File: src/rtl/fifo_pack_pkg.sv
// Shared types, default sizes and the lane keep-mask helper for the FIFO drain packer.
package fifo_pack_pkg;

  localparam int unsigned DW_DEF      = 8;
  localparam int unsigned LANES_DEF   = 4;
  localparam int unsigned TIMEOUT_DEF = 16;

  typedef enum logic [0:0] {
    S_FILL  = 1'b0,
    S_FLUSH = 1'b1
  } pack_state_e;

  // Mask with the low cnt bits set; callers truncate to their lane count.
  function automatic logic [31:0] keep_of(input logic [5:0] cnt);
    keep_of = (32'd1 << cnt) - 32'd1;
  endfunction

endpackage

File: src/rtl/fifo_idle_timer.sv
// Idle counter for the packer: emits a one-cycle pulse when TIMEOUT idle cycles accumulate.
module fifo_idle_timer
  import fifo_pack_pkg::*;
#(
  parameter int unsigned TIMEOUT = TIMEOUT_DEF
) (
  input  logic clk,
  input  logic rstn,
  input  logic inc,
  input  logic clr,
  output logic fire
);

  localparam int unsigned TW = $clog2(TIMEOUT + 1);
  localparam logic [TW-1:0] LIMIT = TW'(TIMEOUT);

  logic [TW-1:0] count_q, count_d;
  logic          fire_q, fire_d;

  // Saturating idle count; the pulse marks the cycle the limit is first reached.
  always_comb begin
    count_d = count_q;
    fire_d  = 1'b0;
    if (clr) begin
      count_d = '0;
    end else if (inc && (count_q != LIMIT)) begin
      count_d = count_q + TW'(1);
    end else begin
      count_d = count_q;
    end
    fire_d = (count_d == LIMIT) && (count_q != LIMIT);
  end

  // Counter and pulse registers.
  always_ff @(posedge clk) begin
    if (rstn) begin
      count_q <= '0;
      fire_q  <= 1'b0;
    end else begin
      count_q <= count_d;
      fire_q  <= fire_d;
    end
  end

  assign fire = fire_q;

endmodule

File: src/rtl/fifo_drain_packer.sv
// Pops bytes from the byte FIFO and packs LANES of them into one word behind a valid/ready port.
// Optional idle-timeout flush is enabled by defining PACKER_TIMEOUT_FLUSH_EN.
module fifo_drain_packer
  import fifo_pack_pkg::*;
#(
  parameter int unsigned DW      = DW_DEF,
  parameter int unsigned LANES   = LANES_DEF,
  parameter int unsigned TIMEOUT = TIMEOUT_DEF
) (
  input  logic                  clk,
  input  logic                  rstn,
  input  logic [DW-1:0]         fifo_dataout,
  input  logic                  fifo_empty,
  output logic                  fifo_read,
  input  logic                  flush,
  output logic [DW*LANES-1:0]   out_data,
  output logic [LANES-1:0]      out_keep,
  output logic                  out_valid,
  input  logic                  out_ready
);

  localparam int unsigned CW  = $clog2(LANES + 1);
  localparam int unsigned LIW = $clog2(LANES);
  localparam logic [CW-1:0] LANES_CNT = CW'(LANES);
  localparam logic [CW:0]   LANES_SUM = (CW + 1)'(LANES);

  logic [LANES-1:0][DW-1:0] pack_q, pack_d;
  logic [CW-1:0]            cnt_q, cnt_d, cnt_cap_s;
  logic                     rd_pend_q, rd_pend_d;
  logic [DW*LANES-1:0]      out_data_q, out_data_d;
  logic [LANES-1:0]         out_keep_q, out_keep_d;
  logic                     out_valid_q, out_valid_d;
  pack_state_e              state_q, state_d;

  logic                     ofree_s;
  logic                     flush_pend_s;
  logic                     timeout_s;
  logic                     emit_s;
  logic [CW:0]              inflight_s;
  logic [LANES-1:0]         keep_part_s;

  assign ofree_s      = !out_valid_q || out_ready;
  assign flush_pend_s = (state_q == S_FLUSH);
  assign inflight_s   = {1'b0, cnt_q} + {{CW{1'b0}}, rd_pend_q};

  // A read may start on a full-with-in-flight word only if that word can leave this cycle.
  assign fifo_read = !fifo_empty && !flush_pend_s &&
                     ((inflight_s < LANES_SUM) ||
                      ((inflight_s == LANES_SUM) && rd_pend_q && ofree_s));
  assign rd_pend_d = fifo_read;

  // Capture, word emission and flush sequencing.
  always_comb begin
    pack_d      = pack_q;
    cnt_cap_s   = cnt_q;
    cnt_d       = cnt_q;
    out_data_d  = out_data_q;
    out_keep_d  = out_keep_q;
    out_valid_d = out_valid_q;
    state_d     = state_q;
    emit_s      = 1'b0;

    if (out_valid_q && out_ready) begin
      out_valid_d = 1'b0;
    end else begin
      out_valid_d = out_valid_q;
    end

    if (rd_pend_q && (cnt_q < LANES_CNT)) begin
      pack_d[cnt_q[LIW-1:0]] = fifo_dataout;
      cnt_cap_s              = cnt_q + CW'(1);
    end else begin
      cnt_cap_s = cnt_q;
    end

    keep_part_s = LANES'(keep_of(6'(cnt_cap_s)));

    // Reads are blocked in S_FLUSH, so the byte captured here is the last one owed to the partial word.
    if (ofree_s && ((cnt_cap_s == LANES_CNT) || (flush_pend_s && (cnt_cap_s != '0)))) begin
      emit_s      = 1'b1;
      out_data_d  = pack_d;
      out_keep_d  = keep_part_s;
      out_valid_d = 1'b1;
      pack_d      = '0;
      cnt_d       = '0;
    end else begin
      cnt_d = cnt_cap_s;
    end

    case (state_q)
      S_FILL: begin
        if (flush || timeout_s) begin
          state_d = S_FLUSH;
        end else begin
          state_d = S_FILL;
        end
      end
      S_FLUSH: begin
        if ((cnt_cap_s == '0) || emit_s) begin
          state_d = S_FILL;
        end else begin
          state_d = S_FLUSH;
        end
      end
      default: state_d = S_FILL;
    endcase
  end

`ifdef PACKER_TIMEOUT_FLUSH_EN
  logic idle_inc_s;
  logic idle_clr_s;

  assign idle_inc_s = (cnt_q != '0) && !rd_pend_q && fifo_empty;
  assign idle_clr_s = rd_pend_q || emit_s;

  fifo_idle_timer #(
    .TIMEOUT (TIMEOUT)
  ) u_idle_timer (
    .clk  (clk),
    .rstn (rstn),
    .inc  (idle_inc_s),
    .clr  (idle_clr_s),
    .fire (timeout_s)
  );
`else
  assign timeout_s = 1'b0;
`endif

  // State registers; reset drops the pack contents, the in-flight byte and any pending word.
  always_ff @(posedge clk) begin
    if (rstn) begin
      pack_q      <= '0;
      cnt_q       <= '0;
      rd_pend_q   <= 1'b0;
      out_data_q  <= '0;
      out_keep_q  <= '0;
      out_valid_q <= 1'b0;
      state_q     <= S_FILL;
    end else begin
      pack_q      <= pack_d;
      cnt_q       <= cnt_d;
      rd_pend_q   <= rd_pend_d;
      out_data_q  <= out_data_d;
      out_keep_q  <= out_keep_d;
      out_valid_q <= out_valid_d;
      state_q     <= state_d;
    end
  end

  assign out_data  = out_data_q;
  assign out_keep  = out_keep_q;
  assign out_valid = out_valid_q;

endmodule

File: config.mk
export PLATFORM = sky130hd
export DESIGN_NAME = fifo_drain_packer
export DESIGN_NICKNAME = d
export VERILOG_FILES = /design/src/rtl/fifo_pack_pkg.sv /design/src/rtl/fifo_idle_timer.sv /design/src/rtl/fifo_drain_packer.sv
export SDC_FILE = /design/constraint.sdc
export NUM_CORES = 1
export LEC_CHECK = 0
export BUFFER_PORTS_ARGS = -buffer_cell sky130_fd_sc_hd__buf_2
export CAP_MARGIN = 20
export CORE_ASPECT_RATIO = 0.8
export CORE_UTILIZATION = 35
export CTS_BUF_LIST = sky130_fd_sc_hd__clkbuf_2 sky130_fd_sc_hd__clkbuf_4 sky130_fd_sc_hd__clkbuf_8
export DETAILED_ROUTE_END_ITERATION = 12
export PLACE_DENSITY = 0.51
export SLEW_MARGIN = 20
export SYNTH_ARGS = -nofsm -noshare
export SYNTH_HDL_FRONTEND = slang
export SYNTH_SLANG_ARGS = --single-unit
File: constraint.sdc
create_clock -name clk -period 3 [get_ports clk]
set_input_delay 0.6 -clock clk [delete_from_list [all_inputs] [get_ports clk]]
set_output_delay 0.6 -clock clk [all_outputs]
set_load 0.05 [all_outputs]
* Word level (Yosys, flattened, before mapping)
Cells that the tools add are included.
Cells by class: $add $sub $neg 3, $lt $le $gt $ge 4, equal/unequal tests 2, shift-type cells 1, multiplexer cells 11, bitwise operators 1, reductions and logical operators 20
Operators by type and width (count):
- 32-bit bitwise mux | 1
- 32-bit two-way mux | 1
- 8-bit demux with 2-bit select | 1
- 1-bit logical AND | 9
- 8-bit two-way mux | 1
- 1-bit two-way mux | 5
- 3-bit by 1-bit adder with 4-bit output | 1
- 4-bit by 3-bit equality test with 1-bit output (second input constant) | 1
- 1-bit logical OR | 4
- 4-bit by 3-bit less-than comparator with 1-bit output (second input constant) | 1
- 1-bit by 3-bit left shift with 4-bit output (first input constant) | 1
- 4-bit by 1-bit subtractor with 4-bit output (second input constant) | 1
- 3-bit by 1-bit adder with 3-bit output (second input constant) | 1
- 3-bit equality test (second input constant) | 1
- 1-bit zero test | 3
- 3-bit zero test | 1
- 2-bit by 3-bit less-than comparator with 1-bit output (second input constant) | 1
- 3-bit less-than comparator (second input constant) | 1
- 3-bit two-way mux | 1
- 3-bit nonzero test | 1
- 2-bit by 1-bit greater-or-equal comparator with 1-bit output (second input constant) | 1
- 1-bit case mux with 2 select lines | 1
- 2-bit nonzero test | 1
- 2-bit OR reduction | 1
- 1-bit NOT | 1
Word-level totals: register bits after elaboration 74, bits of input ports 13, output and inout bits 38, word-level logic and storage cells 52

* Logic depth before layout (Yosys ltp)
depth after elaboration 11, depth in mapped cells 10

* Worst setup path after synthesis
OpenSTA, ideal clock, no wires.
kind register to output, start register cnt_q[0], end output port fifo_read, data arrival time 2.512 ns, required time 2.400 ns, setup slack -0.112 ns, stages on the path, launching flop included 6, path buffers 0, path through dfxtp_1 > ha_1 > ha_1 > nor4b_1 > o21ai_0 > a211oi_1
Between the ends: cells in the longest elaborated chain, start to end 6, elaborated cells on any way between the ends 7
Ends and longest elaborated chain:
- start, declared | RTL line fifo_drain_packer.sv:28 | logic [CW-1:0] cnt_q, cnt_d, cnt_cap_s;
- start signal, assigned | RTL line fifo_drain_packer.sv:141 | cnt_q <= cnt_d;
- 3-bit by 1-bit adder with 4-bit output * | RTL line fifo_drain_packer.sv:44 | assign inflight_s = {1'b0, cnt_q} + {{CW{1'b0}}, rd_pend_q};
- branches (longest 3 deep; another with 4-bit by 3-bit less-than comparator with 1-bit output)
- 1-bit logical OR * | RTL line fifo_drain_packer.sv:48 | ((inflight_s < LANES_SUM) ||
- 1-bit logical AND * | RTL line fifo_drain_packer.sv:47 | assign fifo_read = !fifo_empty && !flush_pend_s &&
- end, declared | RTL line fifo_drain_packer.sv:14 | output logic fifo_read,
Mark *: on every way between the ends.

* Worst setup path after layout
Same ends and word-level chain as after synthesis.

==> results_dict.tcl <==
set metrics [dict create \
    status "complete, no violations" \
    r2r_end "out_data[20]" \
    crit_fanout 2 \
    antenna_cells 0 \
    globalplace.congestion 0.768 \
    start_util 0.361 \
    tritoncts "done" \
    syn_inst 292 \
    dr.first_iter.drc_count 112 \
    synth_top_area_frac 0.482 \
    grt_pass1_wl_um 12300 \
    cp_slowest_cell "dfxtp_1" \
    setup_viol 0 \
    antenna_found_initial 0 \
    htreeDepth 3 \
    synthArstFlopShare 0 \
    rr_worst_depth 8 \
    root_buffer "clkbuf_8" \
    die_w_um 107 \
    cts_buffers 9 \
    wl_per_cell_um 17.0 \
    dp_hpwl_um 4780 \
    dieHeight_um 85.8 \
    fin_crit_ns 2.73 \
    critPathLaunch "cnt_q[0]" \
    synth_nets 312 \
    vias 2362 \
    setup_tns_ns 0 \
    hold_slack_ns 0.447 \
    p_per_area_nw_per_um2 740 \
    synth_edf_count 0 \
    ys_warn_count 0 \
    rsz0062_at_grt "false" \
    path_clk_slew_ns 0.08 \
    ys_ff_latch 74 \
    core_um2 8520 \
    start_kind "register" \
    dieArea_um2 9170 \
    ir_drop_uv 351 \
    grt.overflow.total 0 \
    r2r_slack_ns 0.48 \
    drt-total-wl_um 7660 \
    avgSynthCellArea_um2 10.5 \
    num_io_pins 51 \
    post_cts_buffers 0 \
    fill_cells 852 \
    cpPeakStageDelay_ns 0.32 \
    first_pass_iters 4 \
    grt_pass1_vias 2317 \
    synth_area_um2 3080 \
    drive_above_1_share 0.293 \
    clock_latency_ns 0.35 \
    synth.top_cells.by_count "74 x dfxtp_1, 35 x a31oi_1, 34 x a211oi_1, 33 x mux2i_1, 29 x nor2_1" \
    synth.distinct_cells 37 \
    hold_violations 0 \
    grt_max_degree 39 \
    worst_pin_slew_ns 0.624 \
    arrival_ns 2.13 \
    yosysTopAreaCell "dfxtp_1" \
    track_usage 0.179 \
    finalCritPeriodShare 0.909 \
    cts_num_sinks 74 \
    drv_slew 0 \
    rows 30 \
    synth_top_flop_cell "dfxtp_1" \
    area_delta_synth_final_pct 17.2 \
    hold_buffers 0 \
    cp.required_ns 2.40 \
    crit_type "reg2out" \
    cp_cell_sequence "ha_1, ha_1, nor4b_2, o21ai_0, a211oi_2, buf_2" \
    port_buffers 50 \
    critPathCapture "fifo_read" \
    vias_per_cell 5.25 \
    maxCapViolCount 0 \
    post_cts_resized 0 \
    drc 0 \
    fin_nets 353 \
    skew_ns 0.0101 \
    postRouteAntennaNets 0 \
    hp-class "in2reg" \
    yosysSeqAreaShare 0.482 \
    cts_max_path_buffers 2 \
    yosysMostFrequentCell "dfxtp_1" \
    p_leak_nw 1.60 \
    crit_top_cell "ha_1" \
    max_slew_margin 0.582 \
    cp-end-kind "primary output" \
    netlist_top_cells_area "dfxtp_1 48%, mux2i_1 11%, a211oi_1 8.3%, a31oi_1 7.1%, nor2_1 3.5%" \
    fmax_mhz 367 \
    timing.rr.start "cnt_q[0]" \
]
worst max-delay path, delay by kind of cell (launching register included):
kind | cells | cell delay [ns]
flip-flops | 1 | 0.32
AND/OR/NAND/NOR | 1 | 0.31
AO/OA/AOI/OAI | 2 | 0.38
buffers and inverters | 1 | 0.28
adder cells (fa/ha/maj) | 2 | 0.48
layer usage:
metal,global-route usage,part of all wire,vias up
met5,0,0,-
met2,0.272,0.43,56
met3,0.0524,0.039,7
li1,-,-,1154
met1,0.246,0.53,1145
met4,0.0523,0.0093,0
sequential cells by signal (all words and copies together) (netlist names):
| signal | cells |
|---|---|
| out_data | 32 |
| pack_q | 32 |
| out_keep | 4 |
| flush_pend_s | 1 |
| cnt_q | 3 |
| rd_pend_q | 1 |
| out_valid | 1 |
worst min path at each step:
stage | start | end | slack (ns) | cells after the start
floorplan | pack_q[0] | pack_q[0] | 0.46 | 2
global placement | out_keep[0] | out_keep[0] | 0.46 | 1
detailed placement | out_keep[0] | out_keep[0] | 0.47 | 1
CTS | flush | flush_pend_s | 0.42 | 3
global route | flush | flush_pend_s | 0.45 | 3
finish | flush | flush_pend_s | 0.45 | 3
cell type report:
type / instances / area [µm²] / area share
Timing Repair Buffer: 59 / 330 / 0.0916
Sequential cell: 74 / 1480 / 0.411
Tap cell: 112 / 140 / 0.0389
Multi-Input combinational cell: 185 / 1400 / 0.388
Clock inverter: 4 / 72.6 / 0.0201
Clock buffer: 12 / 165 / 0.0458
Inverter: 4 / 15.0 / 0.00416
cell families after synthesis:
group                    synth area share
buffers and inverters              0.0667
adder cells (fa/ha/maj)            0.0285
flip-flops                          0.482
multiplexers                        0.107
AND/OR/NAND/NOR                     0.108
AO/OA/AOI/OAI                       0.202
XOR/XNOR                          0.00570
per-stage QoR:
step                      power [W]  area (µm²)   util  setup WS [ns]  std cells
after CTS                   0.00270        3600  0.422          0.107        450
final                       0.00267        3610  0.423          0.274        450
after global placement      0.00178        3360  0.394          0.578        434
after detailed placement    0.00179        3360  0.394          0.501        434
after floorplan             0.00165        3080      -          0.342        292
after global routing        0.00279        3610  0.423         0.0892        450
power by group:
| part | internal, W | switching, W |
|---|---|---|
| Clock | 0.000535 | 0.000369 |
| Combinational | 0.000180 | 0.000482 |
| Sequential | 0.00106 | 0.0000432 |
| Total | 0.00178 | 0.000894 |
layout by cell type, fill, tap and decap left out, types with 2 or more instances in the layout:
cell type / n
inv_1: 3
a211oi_2: 3
nand2b_1: 2
nand3b_1: 4
ha_1: 7
nor2_2: 10
nand2_1: 3
nor2_1: 29
a31oi_1: 35
a21oi_1: 4
xnor2_1: 2
clkbuf_8: 12
buf_4: 8
or2_2: 2
a211oi_1: 33
mux2i_1: 33
dfxtp_1: 73
o21ai_0: 2
buf_2: 50
bufinv_16: 2
No activity file was read; power rests on OpenSTA's default activity.
